**src/rtl/reg_status_file_pkg.sv**
```systemverilog
// Shared constants and payload types for the architectural register/status file.
// Holds data/tag widths, the commit-beat payload, the read-port response and a
// small helper that identifies writable (non-x0) registers.
package reg_status_file_pkg;

   localparam int unsigned XLEN         = 32;
   localparam int unsigned NREG         = 32;
   localparam int unsigned TAG_W        = 4;
   localparam int unsigned REG_ADDR_W   = 5;
   localparam int unsigned CQ_DEPTH_DEF = 2;

   localparam logic True  = 1'b1;
   localparam logic False = 1'b0;

   // One ROB commit beat as carried through the commit queue.
   typedef struct packed {
      logic [REG_ADDR_W-1:0] addr;
      logic [XLEN-1:0]       value;
      logic [TAG_W-1:0]      tag;
   } commit_beat_t;

   localparam int unsigned BEAT_W = $bits(commit_beat_t);

   // What a dispatch read port returns for one source register.
   typedef struct packed {
      logic [XLEN-1:0]  value;
      logic             busy;
      logic [TAG_W-1:0] tag;
   } rd_resp_t;

   // x0 is hardwired: never written, never renamed.
   function automatic logic is_arch_reg(input logic [REG_ADDR_W-1:0] addr);
      return addr != REG_ADDR_W'(0);
   endfunction

endpackage

```
**src/rtl/reg_status_file_commit_queue.sv**
```systemverilog
// Parametric FIFO buffering commit beats between the ROB and the register array.
// Ports:
//   clk, rst_n     clock, asynchronous active-low reset
//   push, din      enqueue request and payload (ignored while full)
//   pop            dequeue request (ignored while empty)
//   dout_c         head entry, combinational from storage
//   count          registered occupancy
//   full_c/empty_c occupancy flags derived from count
// DEPTH must be a power of two so the pointers wrap by natural overflow.
module reg_status_file_commit_queue #(
   parameter int unsigned W     = 8,
   parameter int unsigned DEPTH = 2
) (
   input  logic                         clk,
   input  logic                         rst_n,
   input  logic                         push,
   input  logic [W-1:0]                 din,
   input  logic                         pop,
   output logic [W-1:0]                 dout_c,
   output logic [$clog2(DEPTH+1)-1:0]   count,
   output logic                         full_c,
   output logic                         empty_c
);

   localparam int unsigned PTR_W = (DEPTH > 1) ? $clog2(DEPTH) : 1;
   localparam int unsigned CNT_W = $clog2(DEPTH + 1);

   logic [W-1:0]     mem_q [DEPTH];
   logic [PTR_W-1:0] wr_ptr_q;
   logic [PTR_W-1:0] rd_ptr_q;
   logic             do_push_c;
   logic             do_pop_c;

   assign full_c    = (count == CNT_W'(DEPTH));
   assign empty_c   = (count == CNT_W'(0));
   assign do_push_c = push & ~full_c;
   assign do_pop_c  = pop & ~empty_c;
   assign dout_c    = mem_q[rd_ptr_q];

   // Payload storage needs no reset; occupancy is tracked by count.
   always_ff @(posedge clk) begin
      if (do_push_c) begin
         mem_q[wr_ptr_q] <= din;
      end
   end

   // Pointers and occupancy.
   always_ff @(posedge clk or negedge rst_n) begin
      if (!rst_n) begin
         wr_ptr_q <= '0;
         rd_ptr_q <= '0;
         count    <= '0;
      end else begin
         if (do_push_c) begin
            wr_ptr_q <= wr_ptr_q + PTR_W'(1);
         end
         if (do_pop_c) begin
            rd_ptr_q <= rd_ptr_q + PTR_W'(1);
         end
         count <= count + CNT_W'(do_push_c) - CNT_W'(do_pop_c);
      end
   end

endmodule

```
**src/rtl/reg_status_file.sv**
```systemverilog
// Architectural register file with per-register rename status (busy + ROB tag).
// Consumes ROB commit beats through a small commit queue, drains one beat per
// cycle into the array, records issue-time renames and serves two read ports.
// Optional feature: define COMMIT_BYPASS_EN to forward the draining head beat
// to a matching read port in the same cycle.
// Ports:
//   clk, rst_n                         clock, asynchronous active-low reset
//   rdy                                global enable; low holds all state, spare goes 0
//   rob_ready/rob_value/rob_addr/rob_tag  commit beat
//   spare                              commit queue can take a beat (registered)
//   issue_valid/issue_rd/issue_tag     rename request
//   flush                              clear every busy bit
//   rs1_addr -> rs1_value/busy/tag     read port 1 (combinational)
//   rs2_addr -> rs2_value/busy/tag     read port 2 (combinational)
module reg_status_file
   import reg_status_file_pkg::*;
#(
   parameter int unsigned CQ_DEPTH = CQ_DEPTH_DEF
) (
   input  logic                  clk,
   input  logic                  rst_n,
   input  logic                  rdy,
   input  logic                  rob_ready,
   input  logic [XLEN-1:0]       rob_value,
   input  logic [REG_ADDR_W-1:0] rob_addr,
   input  logic [TAG_W-1:0]      rob_tag,
   output logic                  spare,
   input  logic                  issue_valid,
   input  logic [REG_ADDR_W-1:0] issue_rd,
   input  logic [TAG_W-1:0]      issue_tag,
   input  logic                  flush,
   input  logic [REG_ADDR_W-1:0] rs1_addr,
   output logic [XLEN-1:0]       rs1_value,
   output logic                  rs1_busy,
   output logic [TAG_W-1:0]      rs1_tag,
   input  logic [REG_ADDR_W-1:0] rs2_addr,
   output logic [XLEN-1:0]       rs2_value,
   output logic                  rs2_busy,
   output logic [TAG_W-1:0]      rs2_tag
);

   localparam int unsigned CNT_W  = $clog2(CQ_DEPTH + 1);
   localparam int unsigned NPORTS = 2;

   logic [XLEN-1:0]       regs_q [NREG];
   logic [TAG_W-1:0]      tag_q  [NREG];
   logic [NREG-1:0]       busy_q;
   logic [NREG-1:0]       busy_nxt_c;

   commit_beat_t          in_beat_c;
   commit_beat_t          head_c;
   logic [BEAT_W-1:0]     head_bits_c;
   logic [CNT_W-1:0]      count;
   logic [CNT_W-1:0]      count_next_c;
   logic                  full_c;
   logic                  empty_c;
   logic                  push_c;
   logic                  pop_c;
   logic                  drain_wr_c;
   logic                  drain_clr_c;
   logic                  ren_c;

   logic [REG_ADDR_W-1:0] rd_addr_c [NPORTS];
   rd_resp_t              rd_resp_c [NPORTS];

   // Commit queue ---------------------------------------------------------
   assign in_beat_c.addr  = rob_addr;
   assign in_beat_c.value = rob_value;
   assign in_beat_c.tag   = rob_tag;

   // The full check only matters for a ROB that ignores spare: such a beat is dropped.
   assign push_c = rdy & rob_ready & spare & ~full_c;
   assign pop_c  = rdy & ~empty_c;

   reg_status_file_commit_queue #(
      .W     (BEAT_W),
      .DEPTH (CQ_DEPTH)
   ) u_commit_queue (
      .clk     (clk),
      .rst_n   (rst_n),
      .push    (push_c),
      .din     (in_beat_c),
      .pop     (pop_c),
      .dout_c  (head_bits_c),
      .count   (count),
      .full_c  (full_c),
      .empty_c (empty_c)
   );

   assign head_c       = commit_beat_t'(head_bits_c);
   assign count_next_c = count + CNT_W'(push_c) - CNT_W'(pop_c);

   // spare looks at next-cycle occupancy so a beat every cycle never overflows.
   always_ff @(posedge clk or negedge rst_n) begin
      if (!rst_n) begin
         spare <= False;
      end else if (rdy) begin
         spare <= (count_next_c < CNT_W'(CQ_DEPTH));
      end else begin
         spare <= False;
      end
   end

   // Drain and rename decode ----------------------------------------------
   assign drain_wr_c  = pop_c & is_arch_reg(head_c.addr);
   // Only the producer that is still current may clear busy.
   assign drain_clr_c = drain_wr_c & busy_q[head_c.addr] &
                        (tag_q[head_c.addr] == head_c.tag);
   assign ren_c       = rdy & issue_valid & ~flush & is_arch_reg(issue_rd);

   // Busy update: flush beats everything, a rename beats a same-cycle clear.
   always_comb begin
      busy_nxt_c = busy_q;
      if (flush) begin
         busy_nxt_c = '0;
      end else begin
         if (drain_clr_c) begin
            busy_nxt_c[head_c.addr] = False;
         end
         if (ren_c) begin
            busy_nxt_c[issue_rd] = True;
         end
      end
   end

   always_ff @(posedge clk or negedge rst_n) begin
      if (!rst_n) begin
         busy_q <= '0;
      end else if (rdy) begin
         busy_q <= busy_nxt_c;
      end
   end

   // Register values and producer tags; enables already include rdy.
   always_ff @(posedge clk or negedge rst_n) begin
      if (!rst_n) begin
         for (int unsigned i = 0; i < NREG; i++) begin
            regs_q[i] <= '0;
            tag_q[i]  <= '0;
         end
      end else begin
         if (drain_wr_c) begin
            regs_q[head_c.addr] <= head_c.value;
         end
         if (ren_c) begin
            tag_q[issue_rd] <= issue_tag;
         end
      end
   end

   // Read ports -------------------------------------------------------------
   assign rd_addr_c[0] = rs1_addr;
   assign rd_addr_c[1] = rs2_addr;

   always_comb begin
      for (int unsigned p = 0; p < NPORTS; p++) begin
         rd_resp_c[p] = '0;
         if (is_arch_reg(rd_addr_c[p])) begin
            rd_resp_c[p].value = regs_q[rd_addr_c[p]];
            rd_resp_c[p].busy  = busy_q[rd_addr_c[p]];
            rd_resp_c[p].tag   = tag_q[rd_addr_c[p]];
`ifdef COMMIT_BYPASS_EN
            // Forward the beat being written this cycle.
            if (pop_c && (head_c.addr == rd_addr_c[p])) begin
               rd_resp_c[p].value = head_c.value;
               if ((tag_q[rd_addr_c[p]] == head_c.tag) &&
                   !(ren_c && (issue_rd == rd_addr_c[p]))) begin
                  rd_resp_c[p].busy = False;
               end
            end
`endif
         end
      end
   end

   assign rs1_value = rd_resp_c[0].value;
   assign rs1_busy  = rd_resp_c[0].busy;
   assign rs1_tag   = rd_resp_c[0].tag;
   assign rs2_value = rd_resp_c[1].value;
   assign rs2_busy  = rd_resp_c[1].busy;
   assign rs2_tag   = rd_resp_c[1].tag;

endmodule
```
**config.mk**
```make
export PLATFORM = sky130hd
export DESIGN_NAME = reg_status_file
export DESIGN_NICKNAME = d
export VERILOG_FILES = /design/src/rtl/reg_status_file_pkg.sv /design/src/rtl/reg_status_file_commit_queue.sv /design/src/rtl/reg_status_file.sv
export SDC_FILE = /design/constraint.sdc
export NUM_CORES = 2
export LEC_CHECK = 0
export CELL_PAD_IN_SITES_DETAIL_PLACEMENT = 0
export CELL_PAD_IN_SITES_GLOBAL_PLACEMENT = 1
export CORE_MARGIN = 3
export CORE_UTILIZATION = 60
export CTS_BUF_LIST = sky130_fd_sc_hd__clkbuf_2 sky130_fd_sc_hd__clkbuf_4 sky130_fd_sc_hd__clkbuf_8
export CTS_CLUSTER_SIZE = 25
export DETAILED_ROUTE_END_ITERATION = 16
export GPL_ROUTABILITY_DRIVEN = 0
export PLACE_DENSITY = 0.92
export SLEW_MARGIN = 10
export SYNTH_ARGS = -nofsm -noshare
export SYNTH_HDL_FRONTEND = slang
export SYNTH_HIERARCHICAL = 1
export SYNTH_SLANG_ARGS = --single-unit
```
**constraint.sdc**
```tcl
create_clock -name clk -period 7.22 [get_ports clk]
set_clock_uncertainty 0.2 [all_clocks]
set_input_delay 0.722 -clock clk [delete_from_list [all_inputs] [get_ports clk]]
set_output_delay 0.722 -clock clk [all_outputs]
set_load 0.02 [all_outputs]
```
==> impl_metrics.ini <==
[outcome]
status = completed

[final_layout]
fill_cells = 7340
final_cell_mix = 1188 x dfrtp_1, 1082 x mux2_2, 756 x mux4_2
synthToLayoutAreaGrowth_pct = 10.4
mostFrequentLayoutCell = dfrtp_1
drive_above_1_share = 0.553
finish.utilization = 0.671
final_nets = 4167

[critical_path]
rrSetupSlack_ps = 2070
rr_endpoint = busy_q[17]
r2r_cells = 9
start_kind = flop
required_ps = 7730
cp-end-kind = flop
crit_fanout = 43
critical_path_class = reg -> reg
path_cells = mux2_4 -> buf_4 -> mux2i_1 -> o22ai_1 -> nor4_1 -> a21oi_1 -> or4_1 -> nor3_4 -> a31oi_1
slowest_stage = or4_1
worst_ep_arrival_time_ps = 5660
reg2reg_from = u_commit_queue/rd_ptr_q
slowest_delay_ps = 880

[detailed_routing]
vias_per_cell = 7.11
post-route-drc-count = 0
post_drt_wl_per_cell_um = 32.0
dr.pass1.iters = 6
detail-route-antenna-nets = 0
wl_um = 184000
drt_iter0_drc = 4576
num_vias = 40900

[die]
dieArea_sq_um = 117000
die_height_um = 342
dieWidth_um = 342
start_util = 0.608
pin_count = 141
rows = 122
core_area_sq_um = 111000

[grt]
grt_pass1_wl_um = 277000
grt_pass1_vias = 42900
grt_overflow = 0
grt_usage = 0.322
grt_max_degree = 163
grt_antenna_before_repair = 3

[synthesis]
ys_ff_latch = 1271
synthFlopType = dfrtp_1
synth_nets = 4224
syn_inst = 4155
syn_area_per_cell_sq_um = 16.3
ys_seq_area_frac = 0.476
synth_edf_count = 82
synth.distinct_cells = 50
syn_area_sq_um = 67600
yosysWarnings = 6
synthArstFlopShare = 0.935

[clock_tree]
cts_resized = 0
tritoncts = built
path_clk_slew_ps = 60
post_cts_buffers = 0
cts_max_level = 4
clk_latency_ps = 920
clk_path_buf_depth = 3
numCtsBuffers = 206
clock_sink_count = 1271
cts-root-buf = clkbuf_8

[power]
pwr-share-comb = 0.323
p_sw_w = 0.00859
pwr-share-clk = 0.249
swShare = 0.306
irDropWorstVdd_mv = 0.265
p_int_w = 0.0195
p_leak_nw = 32.7
power_density_nw_per_um2 = 376
seqPwrFrac = 0.428

[timing]
worst_slew_pin_slew_ps = 1150
finalSetupTns_ps = 0
rsz0062_at_grt = false
hold_ws_ps = 186
setup_viol = 0
setup_ws_ps = 2070
min_period_over_period = 0.713
fmax_ghz = 0.194
maxSlewViolCount = 0
finalCriticalPeriod_ps = 5150
maxSlewHeadroom = 0.234
finalHoldViolCount = 0

[min_path]
hp-class = in -> async

[run]
maxCapViolCount = 0

[placement]
dpl_worst_slack_ps = 1820
dp_hpwl_um = 102000
port_buffers = 140
[power by group through the flow]
stage | clock network, W | logic, W | registers [W]
after floorplan | 0 | 0.00709 | 0.0113
after global placement | 0 | 0.00879 | 0.0118
after detailed placement | 0 | 0.00905 | 0.0120
after CTS | 0.00707 | 0.00909 | 0.0119
after global routing | 0.00738 | 0.00963 | 0.0124
final | 0.00699 | 0.00906 | 0.0120
[logic make-up (layout without fill, tap and decap cells)]
family	after synthesis	in the layout	synth area share
other	0	2	0
adders and majority gates	3	3	0.000555
buffers and inverters	480	593	0.0288
xor gates and xnor gates	7	7	0.000907
muxes	2035	2035	0.465
and+or+nand+nor	271	271	0.0202
DFF	1271	1271	0.476
AOI/OAI and AO/OA	88	88	0.00849
[flip-flops by register name, indices dropped and copies added (netlist names)]
register / cells
u_commit_queue/wr_ptr_q: 1
u_commit_queue/mem_q: 82
spare: 1
busy_q: 32
tag_q: 128
u_commit_queue/rd_ptr_q: 1
regs_q: 1024
u_commit_queue/count: 2
[timing repair]
| item | CTS | global route |
|---|---|---|
| endpoints found under the setup margin | 0 | 0 |
| hold buffers | 1 | 0 |
| endpoints found under the hold margin | 75 | 0 |
[worst max-delay path by stage]
stage          slack (ps)               startpoint             to  depth (start not counted)
6_report             2070  u_commit_queue/rd_ptr_q     busy_q[17]                          9
3_3_place_gp         1960                      rdy    regs_q[537]                          7
3_5_place_dp         1820                      rdy    regs_q[540]                          7
4_1_cts              2120              rs1_addr[0]  rs1_value[31]                          7
2_1_floorplan        3060              rs1_addr[0]  rs1_value[10]                          7
5_1_grt              1870  u_commit_queue/rd_ptr_q     busy_q[17]                          9
[stage by stage]
stage | instances | total power [W] | instance area (sq um)
final | 5758 | 0.0281 | 74700
after global routing | 5758 | 0.0294 | 74700
after CTS | 5756 | 0.0281 | 74700
after detailed placement | 5377 | 0.0211 | 70000
after global placement | 5377 | 0.0205 | 70000
after floorplan | 4155 | 0.0184 | 67600
[routing by layer]
metal / wire length, um / global-route usage
met2: 87400 / 0.498
met3: 17800 / 0.0758
met5: 13 / 0
met4: 7510 / 0.127
met1: 71300 / 0.449
[worst max-delay path: cells and delay by family (launching register included)]
kind                   cells  cell delay [ps]
multiplexers               2             1270
AND/OR/NAND/NOR            3             1900
AO/OA/AOI/OAI              3              470
buffers and inverters      1              560
flip-flops                 1              530
[cells in the mapped netlist, types with 6 or more instances]
library cell  number  share of area
or4_1              7        0.00078
o22ai_1           24         0.0022
dfrtp_1         1189           0.44
a31oi_1           14         0.0013
mux2_4            39         0.0087
nor3_1             6        0.00044
mux2_2          1082           0.18
a21oi_1           20         0.0015
clkbuf_1         287          0.016
nor2_1           101         0.0056
mux2_1            36         0.0060
o311ai_1          13         0.0017
nand2_1           71         0.0039
and3_1             6        0.00056
nor2b_1           11         0.0010
buf_2             11        0.00081
buf_1            153         0.0085
nor4_1             9        0.00083
mux4_2           756           0.25
edfxtp_1          82          0.036
inv_1             13        0.00072
buf_6              6         0.0010
nand3_1           18         0.0013
mux2i_1          122          0.018
a22oi_1           14         0.0016
[cell type report]
class                           instances  area, sq um  area share
Clock inverter                         66          736     0.00985
Antenna cell                            2         5.00   0.0000670
Inverter                               14         52.6    0.000704
Timing Repair Buffer                  201         2120      0.0283
Multi-Input combinational cell       2404        33700       0.452
Sequential cell                      1271        32200       0.431
Clock buffer                          312         3940      0.0527
Tap cell                             1488         1860      0.0249
Note: power is estimated with default switching activity, not from simulation.
